===== config.mk =====
export PLATFORM = sky130hd
export DESIGN_NAME = pc_sequencer_flat
export DESIGN_NICKNAME = d
export VERILOG_FILES = /design/src/rtl/pc_sequencer_pkg.sv /design/src/rtl/pc_sequencer_if.sv /design/src/rtl/pc_sequencer_pc_next_mux.sv /design/src/rtl/pc_sequencer.sv /design/src/flat_wrapper.sv
export SDC_FILE = /design/constraint.sdc
export NUM_CORES = 1
export LEC_CHECK = 0
export CORE_UTILIZATION = 46
export CTS_CLUSTER_DIAMETER = 200
export DETAILED_ROUTE_END_ITERATION = 10
export PLACE_DENSITY = 0.88
export SYNTH_ARGS = -nofsm -noshare
export SYNTH_HDL_FRONTEND = slang
export SYNTH_SLANG_ARGS = --single-unit

===== constraint.sdc =====
create_clock -name clk -period 4.6 [get_ports clk]
set_input_delay 0.46 -clock clk [delete_from_list [all_inputs] [get_ports clk]]
set_output_delay 0.46 -clock clk [all_outputs]
set_load 0.02 [all_outputs]

===== src/rtl/pc_sequencer_pkg.sv =====
// Shared definitions for the fetch PC sequencer: FSM state encoding, flush
// vector layout and default boot/interrupt addresses.
package pc_sequencer_pkg;

   typedef enum logic [1:0] {
      S_BOOT  = 2'd0,
      S_RUN   = 2'd1,
      S_DRAIN = 2'd2,
      S_VEC   = 2'd3
   } state_e;

   localparam int FL_FD = 0;
   localparam int FL_DE = 1;
   localparam int FL_EX = 2;
   localparam int FL_W  = 3;

   localparam int          DEF_ADDR_W       = 32;
   localparam int unsigned DEF_RESET_PC     = 32;
   localparam int unsigned DEF_INT_VEC      = 16;
   localparam int unsigned DEF_DRAIN_CYCLES = 3;

   // A redirect resolved n stages deep kills the n younger pipeline registers.
   function automatic logic [FL_W-1:0] flush_upto(input int n);
      return FL_W'((1 << n) - 1);
   endfunction

endpackage


===== src/rtl/pc_sequencer_if.sv =====
// Control bus between pipeline hazard/redirect logic, the PC register and the sequencer.
interface pc_sequencer_if #(parameter int ADDR_W = 32);

   logic [ADDR_W-1:0] pc_q;
   logic              instr_len;
   logic              stall;
   logic              jump;
   logic [ADDR_W-1:0] jump_target;
   logic              branch_taken;
   logic [ADDR_W-1:0] branch_target;
   logic              ret_valid;
   logic [ADDR_W-1:0] ret_target;
   logic              int_req;
   logic              pc_we;
   logic [ADDR_W-1:0] pc_next;
   logic              flush_fd;
   logic              flush_de;
   logic              flush_ex;
   logic              int_ack;
   logic [ADDR_W-1:0] saved_pc;

   modport slave (
      input  pc_q, instr_len, stall, jump, jump_target, branch_taken, branch_target,
             ret_valid, ret_target, int_req,
      output pc_we, pc_next, flush_fd, flush_de, flush_ex, int_ack, saved_pc
   );

   modport master (
      output pc_q, instr_len, stall, jump, jump_target, branch_taken, branch_target,
             ret_valid, ret_target, int_req,
      input  pc_we, pc_next, flush_fd, flush_de, flush_ex, int_ack, saved_pc
   );

endinterface


===== src/rtl/pc_sequencer_pc_next_mux.sv =====
// Combinational redirect priority (ret > branch > jump) and sequential PC increment.
module pc_next_mux
   import pc_sequencer_pkg::*;
#(
   parameter int ADDR_W = DEF_ADDR_W
) (
   input  logic [ADDR_W-1:0] pc_q,
   input  logic              instr_len,
   input  logic              jump,
   input  logic [ADDR_W-1:0] jump_target,
   input  logic              branch_taken,
   input  logic [ADDR_W-1:0] branch_target,
   input  logic              ret_valid,
   input  logic [ADDR_W-1:0] ret_target,
   output logic              redir,
   output logic [ADDR_W-1:0] redir_target,
   output logic [FL_W-1:0]   redir_flush,
   output logic [ADDR_W-1:0] seq_pc
);

   always_comb begin
      redir        = 1'b0;
      redir_target = pc_q;
      redir_flush  = '0;
      if (ret_valid) begin
         redir        = 1'b1;
         redir_target = ret_target;
         redir_flush  = flush_upto(3);
      end else if (branch_taken) begin
         redir        = 1'b1;
         redir_target = branch_target;
         redir_flush  = flush_upto(2);
      end else if (jump) begin
         redir        = 1'b1;
         redir_target = jump_target;
         redir_flush  = flush_upto(1);
      end
   end

   // Wraps naturally at 2^ADDR_W.
   assign seq_pc = pc_q + ADDR_W'(instr_len) + ADDR_W'(1);

endmodule


===== src/rtl/pc_sequencer.sv =====
// Fetch PC sequencer: boot load, redirect/stall handling, and interrupt entry
// (drain older instructions, then load the vector and report the return PC).
module pc_sequencer
   import pc_sequencer_pkg::*;
#(
   parameter int          ADDR_W       = DEF_ADDR_W,
   parameter int unsigned RESET_PC     = DEF_RESET_PC,
   parameter int unsigned INT_VEC      = DEF_INT_VEC,
   parameter int unsigned DRAIN_CYCLES = DEF_DRAIN_CYCLES
) (
   input  logic          clk,
   input  logic          rst,
   pc_sequencer_if.slave bus
);

   localparam int CNT_W = $clog2(DRAIN_CYCLES + 1);

   state_e            state_q, state_d;
   logic              pending_q, pending_d;
   logic [CNT_W-1:0]  cnt_q, cnt_d;
   logic [ADDR_W-1:0] saved_q, saved_d;

   logic              redir;
   logic [ADDR_W-1:0] redir_target, seq_pc;
   logic [FL_W-1:0]   redir_flush;

   logic              we, ack;
   logic [ADDR_W-1:0] nxt;
   logic [FL_W-1:0]   fl;

   pc_next_mux #(.ADDR_W(ADDR_W)) u_mux (
      .pc_q          (bus.pc_q),
      .instr_len     (bus.instr_len),
      .jump          (bus.jump),
      .jump_target   (bus.jump_target),
      .branch_taken  (bus.branch_taken),
      .branch_target (bus.branch_target),
      .ret_valid     (bus.ret_valid),
      .ret_target    (bus.ret_target),
      .redir         (redir),
      .redir_target  (redir_target),
      .redir_flush   (redir_flush),
      .seq_pc        (seq_pc)
   );

   always_ff @(posedge clk) begin
      if (!rst) begin
         state_q   <= S_BOOT;
         pending_q <= 1'b0;
         cnt_q     <= '0;
         saved_q   <= '0;
      end else begin
         state_q   <= state_d;
         pending_q <= pending_d;
         cnt_q     <= cnt_d;
         saved_q   <= saved_d;
      end
   end

   always_comb begin
      state_d   = state_q;
      pending_d = pending_q | bus.int_req;
      cnt_d     = cnt_q;
      saved_d   = saved_q;
      we        = 1'b0;
      nxt       = bus.pc_q;
      fl        = '0;
      ack       = 1'b0;
      unique case (state_q)
         S_BOOT: begin
            pending_d = pending_q;
            we        = 1'b1;
            nxt       = ADDR_W'(RESET_PC);
            fl        = flush_upto(3);
            state_d   = S_RUN;
         end
         S_RUN: begin
            if (redir) begin
               we  = 1'b1;
               nxt = redir_target;
               fl  = redir_flush;
            end else if (bus.stall) begin
               we = 1'b0;
            end else if (pending_q || bus.int_req) begin
               // A same-cycle request is accepted immediately.
               fl[FL_FD] = 1'b1;
               saved_d   = bus.pc_q;
               cnt_d     = CNT_W'(DRAIN_CYCLES);
               state_d   = S_DRAIN;
            end else begin
               we  = 1'b1;
               nxt = seq_pc;
            end
         end
         S_DRAIN: begin
            fl[FL_FD] = 1'b1;
            // Older instructions may still redirect: they define the return point.
            if (redir) begin
               saved_d = redir_target;
               fl      = fl | redir_flush;
            end
            cnt_d = cnt_q - CNT_W'(1);
            if (cnt_q == CNT_W'(1)) state_d = S_VEC;
         end
         S_VEC: begin
            we        = 1'b1;
            nxt       = ADDR_W'(INT_VEC);
            ack       = 1'b1;
            fl[FL_FD] = 1'b1;
            pending_d = bus.int_req;
            state_d   = S_RUN;
         end
         default: state_d = S_BOOT;
      endcase
   end

   assign bus.pc_we    = rst & we;
   assign bus.pc_next  = rst ? nxt : '0;
   assign bus.flush_fd = rst & fl[FL_FD];
   assign bus.flush_de = rst & fl[FL_DE];
   assign bus.flush_ex = rst & fl[FL_EX];
   assign bus.int_ack  = rst & ack;
   assign bus.saved_pc = rst ? saved_q : '0;

endmodule

===== src/flat_wrapper.sv =====
// flat-port wrapper written by rule: the top's interface ports become plain ports
module pc_sequencer_flat import pc_sequencer_pkg::*;
#(
   parameter int          ADDR_W       = DEF_ADDR_W,
   parameter int unsigned RESET_PC     = DEF_RESET_PC,
   parameter int unsigned INT_VEC      = DEF_INT_VEC,
   parameter int unsigned DRAIN_CYCLES = DEF_DRAIN_CYCLES
)
  (clk, rst, bus_pc_q, bus_instr_len, bus_stall, bus_jump, bus_jump_target, bus_branch_taken, bus_branch_target, bus_ret_valid, bus_ret_target, bus_int_req, bus_pc_we, bus_pc_next, bus_flush_fd, bus_flush_de, bus_flush_ex, bus_int_ack, bus_saved_pc);
  pc_sequencer_if #(.ADDR_W(ADDR_W)) bus_i ();
  input  logic clk;
  input  logic rst;
  input wire logic [$bits(bus_i.pc_q)-1:0] bus_pc_q;
  input wire logic [$bits(bus_i.instr_len)-1:0] bus_instr_len;
  input wire logic [$bits(bus_i.stall)-1:0] bus_stall;
  input wire logic [$bits(bus_i.jump)-1:0] bus_jump;
  input wire logic [$bits(bus_i.jump_target)-1:0] bus_jump_target;
  input wire logic [$bits(bus_i.branch_taken)-1:0] bus_branch_taken;
  input wire logic [$bits(bus_i.branch_target)-1:0] bus_branch_target;
  input wire logic [$bits(bus_i.ret_valid)-1:0] bus_ret_valid;
  input wire logic [$bits(bus_i.ret_target)-1:0] bus_ret_target;
  input wire logic [$bits(bus_i.int_req)-1:0] bus_int_req;
  output wire logic [$bits(bus_i.pc_we)-1:0] bus_pc_we;
  output wire logic [$bits(bus_i.pc_next)-1:0] bus_pc_next;
  output wire logic [$bits(bus_i.flush_fd)-1:0] bus_flush_fd;
  output wire logic [$bits(bus_i.flush_de)-1:0] bus_flush_de;
  output wire logic [$bits(bus_i.flush_ex)-1:0] bus_flush_ex;
  output wire logic [$bits(bus_i.int_ack)-1:0] bus_int_ack;
  output wire logic [$bits(bus_i.saved_pc)-1:0] bus_saved_pc;
  assign bus_i.pc_q = bus_pc_q;
  assign bus_i.instr_len = bus_instr_len;
  assign bus_i.stall = bus_stall;
  assign bus_i.jump = bus_jump;
  assign bus_i.jump_target = bus_jump_target;
  assign bus_i.branch_taken = bus_branch_taken;
  assign bus_i.branch_target = bus_branch_target;
  assign bus_i.ret_valid = bus_ret_valid;
  assign bus_i.ret_target = bus_ret_target;
  assign bus_i.int_req = bus_int_req;
  assign bus_pc_we = bus_i.pc_we;
  assign bus_pc_next = bus_i.pc_next;
  assign bus_flush_fd = bus_i.flush_fd;
  assign bus_flush_de = bus_i.flush_de;
  assign bus_flush_ex = bus_i.flush_ex;
  assign bus_int_ack = bus_i.int_ack;
  assign bus_saved_pc = bus_i.saved_pc;
  pc_sequencer #(.ADDR_W(ADDR_W), .RESET_PC(RESET_PC), .INT_VEC(INT_VEC), .DRAIN_CYCLES(DRAIN_CYCLES)) u_core (.clk(clk), .rst(rst), .bus(bus_i));
endmodule

==> results of run 1 <==
[synth_stat cells (13+ instances only)]
cell | count | area (um^2)
o21ai_0 | 68 | 340
nand2_1 | 61 | 229
clkbuf_1 | 50 | 188
a21oi_1 | 43 | 215
dfxtp_1 | 37 | 741
and2_1 | 35 | 219
nor2_1 | 35 | 131
mux2i_1 | 29 | 290
nand2b_1 | 18 | 113
a211oi_1 | 17 | 128
nand4_1 | 17 | 106
inv_1 | 13 | 48.8
nand3_1 | 13 | 65.1
[state kept, by name (all words and copies together) (netlist names)]
name              cells
u_core.cnt_q          2
u_core.pending_q      1
u_core.saved_q       32
u_core.state_q        2
[report_power, final]
group	internal, uW	switching (uW)
Clock	177	147
Sequential	451	57.3
Combinational	808	1130
[cell families after synthesis]
| family | Yosys count | synth area share |
|---|---|---|
| AO/OA/AOI/OAI | 251 | 0.383 |
| adder cells (fa/ha/maj) | 8 | 0.0227 |
| multiplexers | 34 | 0.0787 |
| XOR/XNOR | 3 | 0.00597 |
| flip-flops | 37 | 0.168 |
| buffers and inverters | 76 | 0.0699 |
| AND/OR/NAND/NOR | 226 | 0.271 |
[stage by stage]
| step | power (uW) | hold WS (ns) | area (um^2) |
|---|---|---|---|
| 2_1_floorplan | 1640 | 0.427 | 4400 |
| 6_report | 2770 | 0.451 | 6630 |
| 3_5_place_dp | 2410 | 0.443 | 6510 |
| 5_1_grt | 2920 | 0.472 | 6630 |
| 3_3_place_gp | 2380 | 0.437 | 6510 |
| 4_1_cts | 2730 | 0.454 | 6630 |
[cell type report]
type	instances	area, um^2	area share
inverter	14	52.6	0.00792
clock inverter	2	37.5	0.00566
timing repair buffer	225	2190	0.331
sequential	37	741	0.112
tap	129	161	0.0243
clock buffer	6	82.6	0.0125
multi-input combinational	522	3360	0.507
[layout by cell type, fill, tap and decap left out, types with 4 or more instances in the layout]
cell type / Yosys / final
and2_1: 35 / 35
a31oi_1: 8 / 8
o21ai_0: 68 / 68
inv_1: 13 / 13
mux2_2: 5 / 5
dfxtp_1: 37 / 37
a32oi_1: 9 / 9
nor2b_1: 5 / 5
and4_1: 6 / 6
o22ai_1: 11 / 11
a21boi_0: 4 / 4
nand2b_1: 18 / 18
mux2i_1: 29 / 29
buf_4: 0 / 21
nand4_1: 17 / 17
nor2_1: 35 / 35
clkbuf_8: 0 / 6
a22oi_1: 8 / 8
o221ai_1: 11 / 11
and3_1: 8 / 8
a21oi_1: 43 / 43
o211ai_1: 10 / 10
nand3_1: 13 / 13
clkdlybuf4s50_1: 0 / 203
nand2_1: 61 / 61
a21o_1: 11 / 11
nor3_1: 10 / 9
a221oi_1: 7 / 7
a221o_1: 10 / 10
a211oi_1: 17 / 17
o21a_1: 5 / 5
ha_1: 8 / 7
a311oi_1: 6 / 6
[per-layer routing]
layer  track usage  share of wire  vias up
li1              -              -     2754
met1         0.473           0.38     2832
met2         0.634           0.47      466
met3        0.0731           0.11       70
met4         0.202          0.046        0
met5             0              0        -
[worst min-delay path by stage]
stage / end / cells after the start
2_1_floorplan: u_core.saved_q[0] / 2
3_3_place_gp: u_core.saved_q[16] / 2
3_5_place_dp: u_core.saved_q[0] / 2
4_1_cts: u_core.saved_q[0] / 2
5_1_grt: u_core.saved_q[0] / 2
6_report: u_core.saved_q[0] / 2
[critical path, cell delays in order]
cell	delay, ns
clkdlybuf4s50_1	0.56
or4b_1	0.66
nor3_2	0.38
buf_4	0.23
and4_1	0.37
a311oi_1	0.15
nor4b_1	0.31
clkdlybuf4s50_1	0.67
==> metrics.md, run 1 <==
| Metric | Value |
|---|---|
| CTS tree | `yes` |
| Clk_lat worst skew | `0.32 ns` |
| FF-to-FF Start | `u_core.state_q[0]` |
| Largest net degree at the start of global routing | `49` |
| Die width | `between 90 and 100 um` |
| Global route total overflow | `0` |
| Setup violators final | `0` |
| Area Overhead vs Synth | `50.6%` |
| # fillers | `773` |
| Final cell count without fillers | `roughly 940` |
| Worst Max-Slew Pin Slew | `1.17 ns` |
| Place WS | `~0.41 ns` |
| I/O pin cnt | `a little over 200` |
| Final core occ | `0.718` |
| Sequential fraction of the synthesis area | `0.168` |
| Routed vias/inst | `6.55` |
| Leak | `about 0.0025 uW` |
| Tot GR Track Use | `0.384` |
| I/O Buffers | `approximately 200` |
| Synth unique cells | `61` |
| Fmax | `234 MHz` |
| Seq cells post-synth | `37` |
| Crit path DAT | `between 3 and 4 ns` |
| WL final | `approximately 20000 um` |
| First-pass GRT wire length | `30000 um` |
| Worst r2r dst | `u_core.saved_q[12]` |
| Reg2Reg Setup Slack | `~1.9 ns` |
| Setup TNS | `0 ns` |
| Minimum clock period | `between 4 and 5 ns` |
| Vias in the first global route | `around 5.7k` |
| Clock Skew | `around 0.011 ns` |
| Core ar. | `9240 um^2` |
| Initial DRC Count | `roughly 620` |
| CP Capture Type | `output pin` |
| # Post-CTS Setup Buffers | `0` |
| Syn nets | `roughly 800` |
| Post-synth EDFFs | `0` |
| Residual DRC | `0` |
| Wire per inst | `roughly 21 um` |
| # hold bufs at CTS | `0` |
| Async SR Flop Fraction | `0` |
| Hold path start | `u_core.saved_q[0]` |
| Startpoint types | `primary input` |
| Req. time, crit path | `4.14 ns` |
| Worst setup margin | `~0.34 ns` |
| Vias after detailed routing | `6122` |
| H-tree Lvls | `2` |
| Post-synthesis cell area | `4400 um^2` |
| Die span in y | `99.8 um` |
| CTS buffer count | `5` |
| RSZ-0062 raised after global routing | `false` |
| Starting Density | `0.477` |
| Max IR drop VDD | `0.000286 V` |
| Cells resized by post-CTS repair | `0` |
| Detailed Routing Iterations Pass 1 | `7` |
| Max transition margin | `0.218` |
| Min-delay worst type | `reg2reg` |
| Number of antenna violations at the first check in global routing | `0` |
| Top_reg_cell synth | `dfxtp_1` |
| Fin crit share | `0.927` |
| DIE AREA | `9970 um^2` |
| Ratio of cells with drive above 1 in the final layout | `0.0571` |
| CTS max path bufs | `2` |
| Crit Path Max Fanout | `9` |
| # diodes | `0` |
| TritonCTS Sinks | `37` |
| Fin. max-slew vios | `0` |
| Post-Syn Instances | `between 600 and 700` |
| Crit path capture | `bus_pc_next[31]` |
| Reg2Reg Depth | `8` |
| Count of nets after finishing | `949` |
| Status | `finished clean` |
| CTS clock-pin slew for the worst setup and hold paths | `roughly 0.080 ns` |
| Max Cap Viol | `0` |
| Worst setup path startpoint | `bus_pc_q[2]` |
| Power per cell area | `approximately 420 nW/um^2` |
| Synthesis warning total | `0` |
| Detail Placement HPWL | `14700 um` |
| Routability cong. | `between 0.9 and 1` |
| Inst Count DP | `927` |
| Clock root cell | `clkbuf_8` |
| Syn avg cell area | `between 6 and 7 um^2` |
| Post-route ant nets | `0` |
| Critical path type | `in2out` |
| Rows | `35` |
| Final Hold Violating Endpoints | `0` |
(Power assumes the default switching activity.)
==> run 2, diff against run 1 <==
--- a/config.mk
+++ b/config.mk
@@ -9,6 +9,7 @@
 export CTS_CLUSTER_DIAMETER = 200
 export DETAILED_ROUTE_END_ITERATION = 10
 export PLACE_DENSITY = 0.88
+export SKIP_LAST_GASP = 1
 export SYNTH_ARGS = -nofsm -noshare
 export SYNTH_HDL_FRONTEND = slang
 export SYNTH_SLANG_ARGS = --single-unit
==> results of run 2 <==
Same layout as run 1: the final DEF is identical, and so are final timing and power.
==> run 3, diff against run 2 <==
--- a/config.mk
+++ b/config.mk
@@ -5,11 +5,13 @@
 export SDC_FILE = /design/constraint.sdc
 export NUM_CORES = 1
 export LEC_CHECK = 0
-export CORE_UTILIZATION = 46
+export CORE_UTILIZATION = 48
 export CTS_CLUSTER_DIAMETER = 200
 export DETAILED_ROUTE_END_ITERATION = 10
 export PLACE_DENSITY = 0.88
 export SKIP_LAST_GASP = 1
 export SYNTH_ARGS = -nofsm -noshare
 export SYNTH_HDL_FRONTEND = slang
+export SYNTH_HIERARCHICAL = 1
 export SYNTH_SLANG_ARGS = --single-unit
+export TNS_END_PERCENT = 5
==> run 3 against run 2 <==
Critical path depth is 4 higher. Clock skew is 0.0030 ns lower. Sequential cell count stayed put. Critical path type unchanged. Largest power group unchanged.
==> metrics.md, run 3 <==
| Metric | Value |
|---|---|
| Setup TNS | `0 ns (unchanged)` |
| XOR/XNOR Fraction of Synth Area | `0.0531 (+0.0471)` |
| Synth area leader | `dfxtp_1` |
| Detail Placement HPWL | `12100 um (-17%)` |
| Post-route ant nets | `0 (unchanged)` |
| Top_reg_cell synth | `dfxtp_1` |
| Hold path start | `u_core/saved_q[3]` |
| Top post-synthesis cells by area | `dfxtp_1 15%, nand2_1 11%, o21ai_0 10%` |
| Min-delay worst type | `reg2reg` |
| CP Capture Type | `output pin` |
| Clock Skew | `0.00805 ns (-0.00298 ns)` |
| Number of antenna violations at the first check in global routing | `0 (unchanged)` |
| Post-synth EDFFs | `0 (unchanged)` |
| Vias in the first global route | `5769 (+0.87%)` |
| Top Registers | `u_core/saved_q x32, u_core/cnt_q x2, u_core/state_q x2` |
| Fmax | `239 MHz (+2.1%)` |
| Die width | `104 um (+3.7%)` |
| Routability cong. | `0.894 (-5.5%)` |
| Clk_lat worst skew | `0.30 ns (-0.02 ns)` |
| Most common cell after layout, fill and taps aside | `clkdlybuf4s50_1` |
| Largest net degree at the start of global routing | `100 (+100%)` |
| I/O pin cnt | `205 (unchanged)` |
| CTS tree | `yes` |
| Critical path type | `in2out` |
| Ratio of cells with drive above 1 in the final layout | `0.102 (+0.0451)` |
| Post-synthesis cell area | `4950 um^2 (+12%)` |
| TritonCTS Sinks | `37 (unchanged)` |
| CTS clock-pin slew for the worst setup and hold paths | `0.08 ns (about the same)` |
| First-pass GRT wire length | `27600 um (-8.1%)` |
| Min Hold Slack | `0.560 ns (+0.109 ns)` |
| Count of nets after finishing | `1025 (+8.0%)` |
| Starting Density | `0.502 (+0.0253)` |
| Tot GR Track Use | `0.311 (-0.0726)` |
| Syn avg cell area | `6.82 um^2 (-1.7%)` |
| Final Hold Violating Endpoints | `0 (unchanged)` |
| Crit path DAT | `3.72 ns (-0.08 ns)` |
| Initial DRC Count | `339 (-46%)` |
| Vias after detailed routing | `5946 (-2.9%)` |
| Leak | `0.00269 uW (+8.1%)` |
| Synth top area share | `0.150 (-0.0186)` |
| Max IR drop VDD | `0.000137 V (-52%)` |
| Status | `finished clean` |
| Startpoint types | `primary input` |
| CTS buffer count | `5 (unchanged)` |
| WL final | `16900 um (-15%)` |
| Worst setup path startpoint | `bus_pc_q[0]` |
| Synth cell count leaders | `144 x nand2_1, 101 x o21ai_0, 46 x clkbuf_1, 40 x nor2_1, 37 x dfxtp_1` |
| Synthesis warning total | `6 (+6)` |
| Detailed Routing Iterations Pass 1 | `5 (-2)` |
| RSZ-0062 raised after global routing | `false` |
| Worst r2r dst | `u_core/saved_q[21]` |
| Max Cap Viol | `0 (unchanged)` |
| Clock root cell | `clkbuf_8` |
| Fin. max-slew vios | `0 (unchanged)` |
| Setup violators final | `0 (unchanged)` |
| Seq cells post-synth | `37 (unchanged)` |
| Post-synthesis simple-gate area fraction | `0.288 (+0.0170)` |
| Compound-gate portion of the synthesized area | `0.269 (-0.114)` |
| Power per cell area | `265 nW/um^2 (-37%)` |
| Reg2Reg Depth | `8 (unchanged)` |
| Most frequent cells in the layout | `200 x clkdlybuf4s50_1, 144 x nand2_1, 101 x o21ai_0, 40 x nor2_1, 37 x dfxtp_1` |
| FF-to-FF Start | `u_core/state_q[0]` |
| Cells resized by post-CTS repair | `0 (unchanged)` |
| # Post-CTS Setup Buffers | `0 (unchanged)` |
| Die span in y | `104 um (+3.7%)` |
| Post-Syn Instances | `726 (+14%)` |
| Number of flip-flops in the largest register | `32 (unchanged)` |
| Sequential fraction of the synthesis area | `0.150 (-0.0186)` |
| CTS max path bufs | `2 (unchanged)` |
| I/O Buffers | `204 (unchanged)` |
| Global route total overflow | `0 (unchanged)` |
| Core ar. | `9860 um^2 (+6.8%)` |
| Largest family of logic cells by synthesized area | `simple AND/OR/NAND/NOR gates` |
| Req. time, crit path | `4.14 ns (about the same)` |
| Most frequent cell after synthesis | `nand2_1` |
| Crit path capture | `bus_pc_next[26]` |
| Reg2Reg Setup Slack | `1.54 ns (-0.34 ns)` |
| Synth unique cells | `47 (-23%)` |
| Minimum clock period | `4.18 ns (-0.0885 ns)` |
| Worst Max-Slew Pin Slew | `1.08 ns (-0.0894 ns)` |
| WHS Path Cells | `3 (+1)` |
| Syn nets | `871 (+12%)` |
| Max transition margin | `0.278 (+0.0595)` |
| Crit Path Max Fanout | `5 (-4)` |
| # hold bufs at CTS | `0 (unchanged)` |
| Wire per inst | `16.7 um (-21%)` |
| Routed vias/inst | `5.86 (-10%)` |
| Most flops, register | `u_core/saved_q` |
| H-tree Lvls | `2 (unchanged)` |
| Synth Area in Adders | `0.0228 (about the same)` |
| Rows | `36 (+2.9%)` |
| Async SR Flop Fraction | `0 (unchanged)` |
| Fin crit share | `0.908 (-0.0192)` |
| Area Overhead vs Synth | `41.1%` |
| # diodes | `0 (unchanged)` |
| DIE AREA | `10700 um^2 (+7.6%)` |
| Mux contribution to synthesized area | `0.137 (+0.0583)` |
| Residual DRC | `0 (unchanged)` |
[run 3: cell count changes after synthesis, moves of 15 or more]
cell	before	now
a211oi_1	17	0
a221o_1	10	30
and3_1	8	36
mux2_2	5	30
nand2_1	61	144
nand2b_1	18	3
o21ai_0	68	101
o21ai_2	0	28
xnor2_1	0	25
[run 3: area by class of cell]
class / instances / area, um^2
inverter: 13 / 48.8
multi-input combinational: 608 / 3830
fill: 806 / 2880
timing repair buffer: 215 / 2100
clock inverter: 2 / 13.8
sequential: 37 / 741
clock buffer: 6 / 82.6
tap: 133 / 166
[run 3: stage by stage]
step	setup slack, ns	instance area, um^2	instances	power [uW]	utilization
after CTS	0.459	6990	1014	1840	0.708
after detailed placement	0.483	6890	1006	1590	0.698
final	0.424	6990	1014	1850	0.708
after global routing	0.246	6990	1014	1980	0.708
after floorplan	1.67	4950	726	1160	-
after global placement	0.529	6890	1006	1560	0.698
[run 3: routing by layer]
layer | share of wire | GRT usage | wire, um | vias to the layer above
met1 | 0.40 | 0.361 | 6800 | 2758
met3 | 0.086 | 0.0724 | 1450 | 37
li1 | - | - | - | 2876
met4 | 0.031 | 0.123 | 526 | 0
met5 | 0 | 0 | 0 | -
met2 | 0.48 | 0.549 | 8140 | 275
[run 3: where the power goes]
part | internal, uW | switching, uW | total, uW
Clock | 122 | 129 | 251
Combinational | 531 | 659 | 1190
Sequential | 380 | 27.4 | 408
[run 3: cell families after synthesis]
group | Yosys count
buffers and inverters | 81
muxes | 64
AOI/OAI and AO/OA | 209
adders and majority gates | 9
xor gates and xnor gates | 30
and+or+nand+nor | 296
DFF | 37
[run 3: worst min path at each step]
stage / to / slack, ns
after global placement: u_core/state_q[0] / 0.53
after floorplan: u_core/state_q[1] / 0.49
after CTS: u_core/pending_q / 0.55
after global routing: u_core/pending_q / 0.59
after detailed placement: u_core/pending_q / 0.54
final: u_core/saved_q[3] / 0.56
[run 3: worst max-delay path: stages]
cell and delay, ns:
clkdlybuf4s50_1 0.55, inv_1 0.07, ha_1 0.21, inv_1 0.08, ha_1 0.18, nand3_1 0.25, nor4_1 0.53, nand3_1 0.17
xnor2_1 0.16, a221o_1 0.32, and3_1 0.18, clkdlybuf4s50_1 0.53
